$ cat config.mk
export PLATFORM = sky130hd
export DESIGN_NAME = counter_ctrl
export DESIGN_NICKNAME = d
export VERILOG_FILES = /design/src/rtl/counter_ctrl_pkg.sv /design/src/rtl/counter_ctrl_presc.sv /design/src/rtl/counter_ctrl.sv
export SDC_FILE = /design/constraint.sdc
export NUM_CORES = 1
export LEC_CHECK = 0
export CORE_ASPECT_RATIO = 1.1
export CORE_UTILIZATION = 44
export CTS_CLUSTER_DIAMETER = 100
export CTS_CLUSTER_SIZE = 30
export DETAILED_ROUTE_END_ITERATION = 10
export PLACE_DENSITY = 0.8
export SLEW_MARGIN = 20
export SYNTH_ARGS = -nofsm -noshare
export SYNTH_HDL_FRONTEND = slang
export SYNTH_SLANG_ARGS = --single-unit
$ cat constraint.sdc
create_clock -name clk_i -period 2.4 [get_ports clk_i]
set_clock_uncertainty 0.15 [all_clocks]
set_input_delay 0.48 -clock clk_i [delete_from_list [all_inputs] [get_ports clk_i]]
set_output_delay 0.48 -clock clk_i [all_outputs]
set_load 0.01 [all_outputs]
$ cat src/rtl/counter_ctrl_pkg.sv
// Shared definitions for the counter sequencer: state encodings, default widths
// and the command decoder used by the control FSM.
package counter_ctrl_pkg;

    localparam int CC_WIDTH   = 8;
    localparam int CC_PRESC_W = 4;

    localparam logic [1:0] CC_IDLE = 2'd0;
    localparam logic [1:0] CC_LOAD = 2'd1;
    localparam logic [1:0] CC_RUN  = 2'd2;

    typedef enum logic [1:0] {
        CMD_NONE  = 2'd0,
        CMD_START = 2'd1,
        CMD_STOP  = 2'd2,
        CMD_CLR   = 2'd3
    } cmd_e;

    // Clear beats stop beats start when several arrive together.
    function automatic cmd_e cmd_decode(input logic start, input logic stop, input logic clr);
        cmd_e c;
        if (clr)        c = CMD_CLR;
        else if (stop)  c = CMD_STOP;
        else if (start) c = CMD_START;
        else            c = CMD_NONE;
        return c;
    endfunction

endpackage

$ cat src/rtl/counter_ctrl_presc.sv
// Prescaler: fires once every presc+1 cycles while running; clear forces it back to 0.
module counter_ctrl_presc #(
    parameter int PRESC_W = 4
) (
    input  logic               clk_i,
    input  logic               rst_ni,
    input  logic               clear,
    input  logic               run,
    input  logic [PRESC_W-1:0] presc,
    output logic               fire
);

    logic [PRESC_W-1:0] cnt;

    assign fire = run && (cnt == presc);

    always_ff @(posedge clk_i or negedge rst_ni) begin
        if (!rst_ni)      cnt <= '0;
        else if (clear)   cnt <= '0;
        else if (run)     cnt <= fire ? '0 : cnt + 1'b1;
    end

endmodule

$ cat src/rtl/counter_ctrl.sv
// Programmable timer sequencer: drives one external counter's clr/en/we strobes,
// paces increments with a prescaler, detects the match value and raises tick/irq.
module counter_ctrl
    import counter_ctrl_pkg::*;
#(
    parameter int WIDTH   = CC_WIDTH,
    parameter int PRESC_W = CC_PRESC_W
) (
    input  logic               clk_i,
    input  logic               rst_ni,
    input  logic               start_i,
    input  logic               stop_i,
    input  logic               clr_i,
    input  logic               periodic_i,
    input  logic [WIDTH-1:0]   load_val_i,
    input  logic [WIDTH-1:0]   match_val_i,
    input  logic [PRESC_W-1:0] presc_i,
    input  logic               irq_ack_i,
    input  logic [WIDTH-1:0]   cnt_dat_i,
    output logic               cnt_clr_o,
    output logic               cnt_en_o,
    output logic               cnt_we_o,
    output logic [WIDTH-1:0]   cnt_dat_o,
    output logic               busy_o,
    output logic               tick_o,
    output logic               irq_o
);

    logic [1:0]         state, state_nxt;
    logic [WIDTH-1:0]   load_val, match_val;
    logic [PRESC_W-1:0] presc;
    logic               periodic;

    cmd_e cmd;
    logic match, fire, presc_clear, latch;
    logic clr_s, en_s, we_s, tick_s;

    assign cmd   = cmd_decode(start_i, stop_i, clr_i);
    assign match = (cnt_dat_i == match_val);

    counter_ctrl_presc #(.PRESC_W(PRESC_W)) u_presc (
        .clk_i (clk_i),
        .rst_ni(rst_ni),
        .clear (presc_clear),
        .run   (state == CC_RUN),
        .presc (presc),
        .fire  (fire)
    );

    always_comb begin
        state_nxt   = state;
        clr_s       = 1'b0;
        en_s        = 1'b0;
        we_s        = 1'b0;
        tick_s      = 1'b0;
        latch       = 1'b0;
        presc_clear = 1'b1;
        case (state)
            CC_IDLE: begin
                case (cmd)
                    CMD_CLR:   clr_s = 1'b1;
                    CMD_START: begin
                        latch     = 1'b1;
                        state_nxt = CC_LOAD;
                    end
                    default: ;
                endcase
            end
            CC_LOAD: begin
                case (cmd)
                    CMD_CLR: begin
                        clr_s     = 1'b1;
                        state_nxt = CC_IDLE;
                    end
                    CMD_STOP:  state_nxt = CC_IDLE;
                    // Re-latch and write the fresh load value on the next LOAD cycle.
                    CMD_START: latch = 1'b1;
                    default: begin
                        we_s      = 1'b1;
                        state_nxt = CC_RUN;
                    end
                endcase
            end
            CC_RUN: begin
                case (cmd)
                    CMD_CLR: begin
                        clr_s     = 1'b1;
                        state_nxt = CC_IDLE;
                    end
                    CMD_STOP:  state_nxt = CC_IDLE;
                    CMD_START: begin
                        latch     = 1'b1;
                        state_nxt = CC_LOAD;
                    end
                    default: begin
                        if (match) begin
                            tick_s = 1'b1;
                            // Auto-reload writes L in the match cycle so spacing is 1 + D*(P+1).
                            if (periodic) we_s      = 1'b1;
                            else          state_nxt = CC_IDLE;
                        end else begin
                            presc_clear = 1'b0;
                            en_s        = fire;
                        end
                    end
                endcase
            end
            default: state_nxt = CC_IDLE;
        endcase
    end

    always_ff @(posedge clk_i or negedge rst_ni) begin
        if (!rst_ni) state <= CC_IDLE;
        else         state <= state_nxt;
    end

    always_ff @(posedge clk_i or negedge rst_ni) begin
        if (!rst_ni) begin
            load_val  <= '0;
            match_val <= '0;
            presc     <= '0;
            periodic  <= 1'b0;
        end else if (latch) begin
            load_val  <= load_val_i;
            match_val <= match_val_i;
            presc     <= presc_i;
            periodic  <= periodic_i;
        end
    end

    always_ff @(posedge clk_i or negedge rst_ni) begin
        if (!rst_ni)        irq_o <= 1'b0;
        else if (tick_s)    irq_o <= 1'b1;
        else if (irq_ack_i) irq_o <= 1'b0;
    end

    // IDLE passes clr_i straight through, so hold it off while reset is asserted.
    assign cnt_clr_o = clr_s & rst_ni;
    assign cnt_en_o  = en_s;
    assign cnt_we_o  = we_s;
    assign cnt_dat_o = load_val;
    assign tick_o    = tick_s;
    assign busy_o    = (state == CC_LOAD) || (state == CC_RUN);

endmodule

==> results by group, run 1 <==
Outcome
  • Status: complete, no violations

Global routing
  • Gr ovfl total: 0
  • Antenna violations before repair: 0
  • Total track usage: 20.4%
  • Largest net degree at the start of global routing: 29
  • First-pass GRT wire length: 5170 microns
  • Number of global-route vias before repair: 1,131

Worst setup path
  • Worst r2r src: match_val[4]$_DFFE_PN0P_
  • Critical path class: reg2out
  • Crit Path Max Fanout: 2
  • RR Endpoint: state[0]$_DFFE_PN0P_
  • Worst Setup End Kind: output pin
  • Worst setup path endpoint: cnt_en_o
  • Worst Path Required: 1.77 ns
  • Critical path startpoint category: register
  • Worst R2R Setup Slack: 0.41 ns
  • Reg2Reg Depth: 8
  • Setup crit start: match_val[4]$_DFFE_PN0P_
  • Crit path DAT: 1.76 ns

Drt
  • DR pass1 iterations: 4
  • 1st-iter DRT viols: 18
  • Routed Antenna Nets: 0
  • Vias/cell: 5.03
  • DRC: 0
  • DR vias: 1,041
  • Avg WL per Cell: 15.3 microns
  • Detailed Route WL: 3160 microns

Clocking
  • Clk root buf: clkbuf_4
  • Sink Count: 28
  • # hold bufs at CTS: 0
  • Num CTS Buffers: 3
  • Maximum clock path buffer count: 2
  • Worst skew pair latency: 0.33 ns
  • Clock slew at reported path FFs: 0.15 ns
  • CTS tree: built
  • H-tree depth: 1

Yosys
  • Synth cell count leaders: 28 x dfrtp_1, 19 x mux2_1, 12 x xor2_1, 6 x inv_1
  • Synthesized instance count: 107
  • Post-synth EDFFs: 0
  • Synthesized net count: 147
  • Sequential area share after synthesis: 50.1%
  • Yosys cell types: 25
  • Yosys Warn Count: 0
  • Post-Syn Area: 1400 sq um
  • Area leader, netlist: dfrtp_1
  • Most frequent cell after synthesis: dfrtp_1
  • Seq cells post-synth: 28
  • Post-synth top area share: 50.1%
  • Ys async rst share: 100%
  • Leading register cell type out of synthesis: dfrtp_1
  • Mapped Avg Cell Area: 13.1 sq um
  • Synth area leaders: dfrtp_1 50%, mux2_1 15%, xor2_1 7.5%, ha_1 4.5%, nor4_4 3.0%

Timing
  • Period utilisation layout: 99.4%
  • Setup TNS: 0 ns
  • Hold Fails Final Rpt: 0
  • Slew headroom: 76.4%
  • WHS: 0.354 ns
  • Final setup viols: 0
  • Min cycle time layout: 2.39 ns
  • Max Slew Vio Count: 0
  • Least-Margin Pin Slew: 0.354 ns
  • Unrepaired setup endpoints after global routing: true
  • Fmax: 419 MHz

Die
  • DIE AREA: 3410 sq um
  • Starting Density: 45.9%
  • # rows: 21
  • Die Wd: 55.8 microns
  • Die Ht: 61.1 microns
  • Core area: 3050 sq um
  • IO Count: 49

Pwr
  • LEAKAGE: 0.956 nW
  • Final Power: 1.67 mW
  • Pwr Density: 786 nW/um^2
  • Peak supply drop: 553 uV

Job
  • Max_cap viols: 0

Placement
  • Post-DP HPWL: 2450 microns
  • Global placer's final weighted congestion: 0.782
  • IO buf count: 48

Min path
  • Hold crit path type: reg2reg

Final layout
  • Antenna cell count: 0
  • Nets: 214
  • Layout Area Growth over Synthesis: 51.8%
  • Layout cells sized above 1: 22.5%
  • Fillers: 222
## cells by family (layout without fill, tap and decap cells)
family | Yosys count | after routing | synth area share, %
flops | 28 | 28 | 50.1
mux | 23 | 23 | 18.3
simple gates | 22 | 22 | 12.6
xor+xnor | 14 | 14 | 8.77
buf+inv | 8 | 74 | 2.68
compound gates | 7 | 7 | 3.04
fa+ha+maj | 5 | 5 | 4.47
## layer usage
layer / part of all wire (%) / GRT usage [%] / vias up
li1: - / - / 494
met1: 40 / 23.0 / 506
met2: 54 / 38.7 / 32
met3: 3.9 / 3.15 / 9
met4: 2.7 / 10.0 / 0
met5: 0 / 0 / -
## power breakdown
group,leakage (nW),switching [mW],internal [mW]
logic,0.585,0.294,0.374
registers,0.343,0.0922,0.597
clock network,0.0279,0.144,0.169
total,0.956,0.530,1.14
## placed cells by master, fill, tap and decap left out, types with 2 or more instances in the layout
cell,Yosys,final
a21oi_1,2,2
and3b_1,2,2
buf_2,0,3
buf_4,2,16
clkbuf_4,0,3
clkdlybuf4s50_1,0,36
dfrtp_1,28,28
dlygate4sd2_1,0,8
ha_1,5,5
inv_1,6,6
mux2_1,19,19
mux2_2,2,2
mux2i_1,2,2
nand3_1,5,5
nor2_1,5,5
nor4_4,2,2
nor4b_4,1,2
xnor2_1,2,2
xor2_1,12,5
xor2_2,0,7
## registers in the layout, summed over array words and instances, names as in the netlist
register     flops
cnt_dat_o        8
match_val        8
periodic         1
irq_o            1
u_presc.cnt      4
state            2
presc            4
## through the flow
step           setup WS (ns)  cell area (sq um)  std cells  util [%]
3_3_place_gp          -0.450               2010        201      66.0
2_1_floorplan          0.358               1400        107         -
6_report              0.0142               2120        207      69.7
3_5_place_dp          -0.538               2010        201      66.0
5_1_grt              -0.0758               2120        207      69.7
4_1_cts            -0.000672               2120        207      69.6
## how the worst min path moves through the flow
stage,to,slack [ns],depth (start not counted),startpoint
after floorplan,cnt_dat_o[0]$_DFFE_PN0P_,0.03,0,rst_ni
after global placement,cnt_dat_o[0]$_DFFE_PN0P_,0.32,1,cnt_dat_o[0]$_DFFE_PN0P_
after detailed placement,cnt_dat_o[0]$_DFFE_PN0P_,0.33,1,cnt_dat_o[0]$_DFFE_PN0P_
after CTS,cnt_dat_o[0]$_DFFE_PN0P_,0.36,1,cnt_dat_o[0]$_DFFE_PN0P_
after global routing,cnt_dat_o[3]$_DFFE_PN0P_,0.39,1,cnt_dat_o[3]$_DFFE_PN0P_
final,cnt_dat_o[0]$_DFFE_PN0P_,0.35,1,cnt_dat_o[0]$_DFFE_PN0P_
## timing repair
item	CTS	global route
resized for setup	31	1
hold endpoints to repair	0	0
pin swaps	8	2
endpoints found under the setup margin	5	3
setup buffers	2	0
## critical path, stage by stage, from the launching register on
cell     delay (ns)
dfrtp_1        0.44
xor2_2         0.20
nor4_4         0.28
buf_4          0.15
nand2_2        0.04
and3b_1        0.17
buf_2          0.14
## final cells by class
| class | instances | area, sq um | area share (%) |
|---|---|---|---|
| clock inverters | 1 | 30.0 | 1.41 |
| flip-flops and latches | 28 | 701 | 33.0 |
| inverters | 6 | 22.5 | 1.06 |
| multi-input cells | 71 | 727 | 34.2 |
| well taps | 34 | 42.5 | 2.00 |
| clock buffers | 3 | 22.5 | 1.06 |
| repair buffers | 64 | 578 | 27.2 |
Note: power is estimated with default switching activity, not from simulation.
==> inputs of run 2 (changes only) <==
--- a/config.mk
+++ b/config.mk
@@ -5,7 +5,7 @@
 export SDC_FILE = /design/constraint.sdc
 export NUM_CORES = 1
 export LEC_CHECK = 0
-export CORE_ASPECT_RATIO = 1.1
+export CORE_ASPECT_RATIO = 1.5
 export CORE_UTILIZATION = 44
 export CTS_CLUSTER_DIAMETER = 100
 export CTS_CLUSTER_SIZE = 30
==> run 2 against run 1 <==
Count of clock-buffer cells in the layout stayed put. Design area is 1.0% higher. Maximum frequency is 2.0% higher. Die area is 0.12% higher. Core utilization is 2.5 points higher. Worst hold slack worse by 0.013 ns. Critical endpoint unchanged. Sequential cell count stayed put.
==> results by group, run 2 (same netlist as run 1, synthesis figures left out) <==
Outcome
  • Status: complete, no violations

Pwr
  • Logic pwr share: 41.6% (+1.6 points)
  • Switching Power: 0.528 mW (-0.23%)
  • Peak supply drop: 577 uV (+4.4%)
  • Switching part of the total: 32.6% (+0.93 points)
  • LEAKAGE: 0.958 nW (+0.30%)
  • Final Power: 1.62 mW (-3.1%)
  • Power share of the sequential group: 42.8% (+1.5 points)
  • Clock power frac: 15.6% (-3.1 points)
  • Pwr Density: 755 nW/um^2 (-4.0%)
  • Total internal power: 1.09 mW (-4.4%)

Timing
  • Slew headroom: 75.8% (-0.59 points)
  • Max Slew Vio Count: 0 (unchanged)
  • Min cycle time layout: 2.34 ns (-0.0478 ns)
  • Period utilisation layout: 97.4% (-2.0 points)
  • Fmax: 428 MHz (+2.0%)
  • Hold Fails Final Rpt: 0 (unchanged)
  • Final setup viols: 0 (unchanged)
  • Least-Margin Pin Slew: 0.363 ns (+0.00880 ns)
  • WHS: 0.342 ns (-0.0126 ns)
  • Fin worst setup slack: 0.0620 ns (+0.0478 ns)
  • Unrepaired setup endpoints after global routing: true

Global routing
  • Number of global-route vias before repair: 1,149 (+1.6%)
  • Total track usage: 21.7% (+1.3 points)
  • Antenna violations before repair: 0 (unchanged)
  • First-pass GRT wire length: 5260 microns (+1.9%)
  • Largest net degree at the start of global routing: 29 (unchanged)
  • Gr ovfl total: 0 (unchanged)

Clocking
  • # hold bufs at CTS: 0 (unchanged)
  • Num CTS Buffers: 3 (unchanged)
  • Worst skew pair latency: 0.27 ns (-0.06 ns)
  • Maximum clock path buffer count: 2 (unchanged)
  • Clock slew at reported path FFs: 0.09 ns (-0.06 ns)
  • CTS tree: built
  • H-tree depth: 1 (unchanged)
  • Clk root buf: clkbuf_8
  • Sink Count: 28 (unchanged)

Final layout
  • Antenna cell count: 0 (unchanged)
  • Layout cells sized above 1: 25.1% (+2.6 points)
  • Nets: 213 (-0.47%)
  • Non-Filler Instances: 210 (+1.4%)
  • Leading cell type in the layout, fill and taps excluded: clkdlybuf4s50_1
  • Multi-input logic area: 753 sq um (+3.6%)
  • Reg area: 701 sq um (unchanged)
  • Fillers: 205 (-7.7%)
  • Layout Area Growth over Synthesis: 53.3%
  • Most frequent cells in the layout: 34 x clkdlybuf4s50_1, 28 x dfrtp_1, 19 x mux2_1

Placement
  • Global placer's final weighted congestion: 0.840 (+7.5%)
  • Post-DP HPWL: 2440 microns (about the same)
  • Place WS: -0.565 ns (-0.0270 ns)
  • IO buf count: 48 (unchanged)
  • Placed insts: 205 (+2.0%)

Worst setup path
  • Critical path startpoint category: input port
  • Crit path DAT: 1.71 ns (-0.05 ns)
  • Worst Setup End Kind: output pin
  • Worst Path Required: 1.77 ns (about the same)
  • Critical path class: in2out
  • Reg2Reg Depth: 7 (-1)
  • Worst R2R Setup Slack: 0.38 ns (-0.03 ns)
  • Crit Path Max Fanout: 2 (unchanged)

Die
  • # rows: 24 (+14%)
  • IO Count: 49 (unchanged)
  • Die Ht: 71.1 microns (+16%)
  • DIE AREA: 3410 sq um (+0.12%)
  • Die Wd: 48.0 microns (-14%)
  • Core area: 2970 sq um (-2.5%)
  • Starting Density: 47.1% (+1.2 points)

Drt
  • DR pass1 iterations: 4 (unchanged)
  • DR vias: 1,036 (-0.48%)
  • Routed Antenna Nets: 0 (unchanged)
  • Vias/cell: 4.93 (-1.9%)
  • Avg WL per Cell: 15.5 microns (+1.3%)
  • DRC: 0 (unchanged)
  • Detailed Route WL: 3250 microns (+2.8%)
  • 1st-iter DRT viols: 15 (-3)

Job
  • Max_cap viols: 0 (unchanged)

Min path
  • Hold crit path type: reg2reg
  • Hold path cells: 1 (unchanged)
==> run 2: cell types whose count changed in the layout (fill, tap and decap cells not counted), sizes merged <==
cell / delta
dlymetal6s2s: +1
buf: -1
bufinv: -1
clkdlybuf4s50: -2
clkbuf: +1
==> run 2: cell type report <==
cell class / instances / share of cell area [%]
Tap cell: 39 / 2.28
Clock buffer: 3 / 1.93
Sequential cell: 28 / 32.7
Timing Repair Buffer: 63 / 27.0
Multi-Input combinational cell: 71 / 35.1
Inverter: 6 / 1.05
==> run 2: path summary, 6_finish.rpt <==
kind	startpoint	endpoint
hold reg to reg	cnt_dat_o[6]$_DFFE_PN0P_	cnt_dat_o[6]$_DFFE_PN0P_
hold / removal	cnt_dat_o[6]$_DFFE_PN0P_	cnt_dat_o[6]$_DFFE_PN0P_
max in group asynchronous	rst_ni	state[1]$_DFFE_PN0P_
setup reg to reg	match_val[1]$_DFFE_PN0P_	state[0]$_DFFE_PN0P_
min in group asynchronous	rst_ni	match_val[6]$_DFFE_PN0P_
setup / recovery	cnt_dat_i[1]	cnt_en_o
==> run 2: repair_timing <==
action | in CTS | in global routing
buffers inserted | 1 | 1
resized for setup | 36 | 7
pin swaps | 5 | 2
endpoints found under the setup margin | 4 | 5
==> run 2: per-layer routing <==
metal	wire length, microns	GRT usage, %
met1	1220	24.1
met2	1840	38.9
met3	153	4.34
met4	40	6.79
met5	0	0
==> run 2: power by group through the flow <==
stage / logic, mW / registers (mW) / clock network [mW]
3_3_place_gp: 0.617 / 0.677 / 0
3_5_place_dp: 0.645 / 0.687 / 0
6_report: 0.673 / 0.694 / 0.252
2_1_floorplan: 0.330 / 0.691 / 0
4_1_cts: 0.678 / 0.694 / 0.258
5_1_grt: 0.733 / 0.712 / 0.281
==> run 2: metrics by stage <==
| stage | utilization (%) | setup TNS, ns | area [sq um] |
|---|---|---|---|
| floorplan | - | 0 | 1400 |
| global placement | 67.6 | -1.43 | 2010 |
| detailed placement | 67.6 | -1.63 | 2010 |
| CTS | 71.5 | 0 | 2120 |
| global route | 72.1 | -0.0268 | 2140 |
| finish | 72.1 | 0 | 2140 |
==> run 2: worst max-delay path, cell delays in order <==
cell	delay, ns
dlygate4sd2_1	0.26
xor2_2	0.16
nor4_4	0.39
nand2_2	0.10
and3b_1	0.19
buf_2	0.13
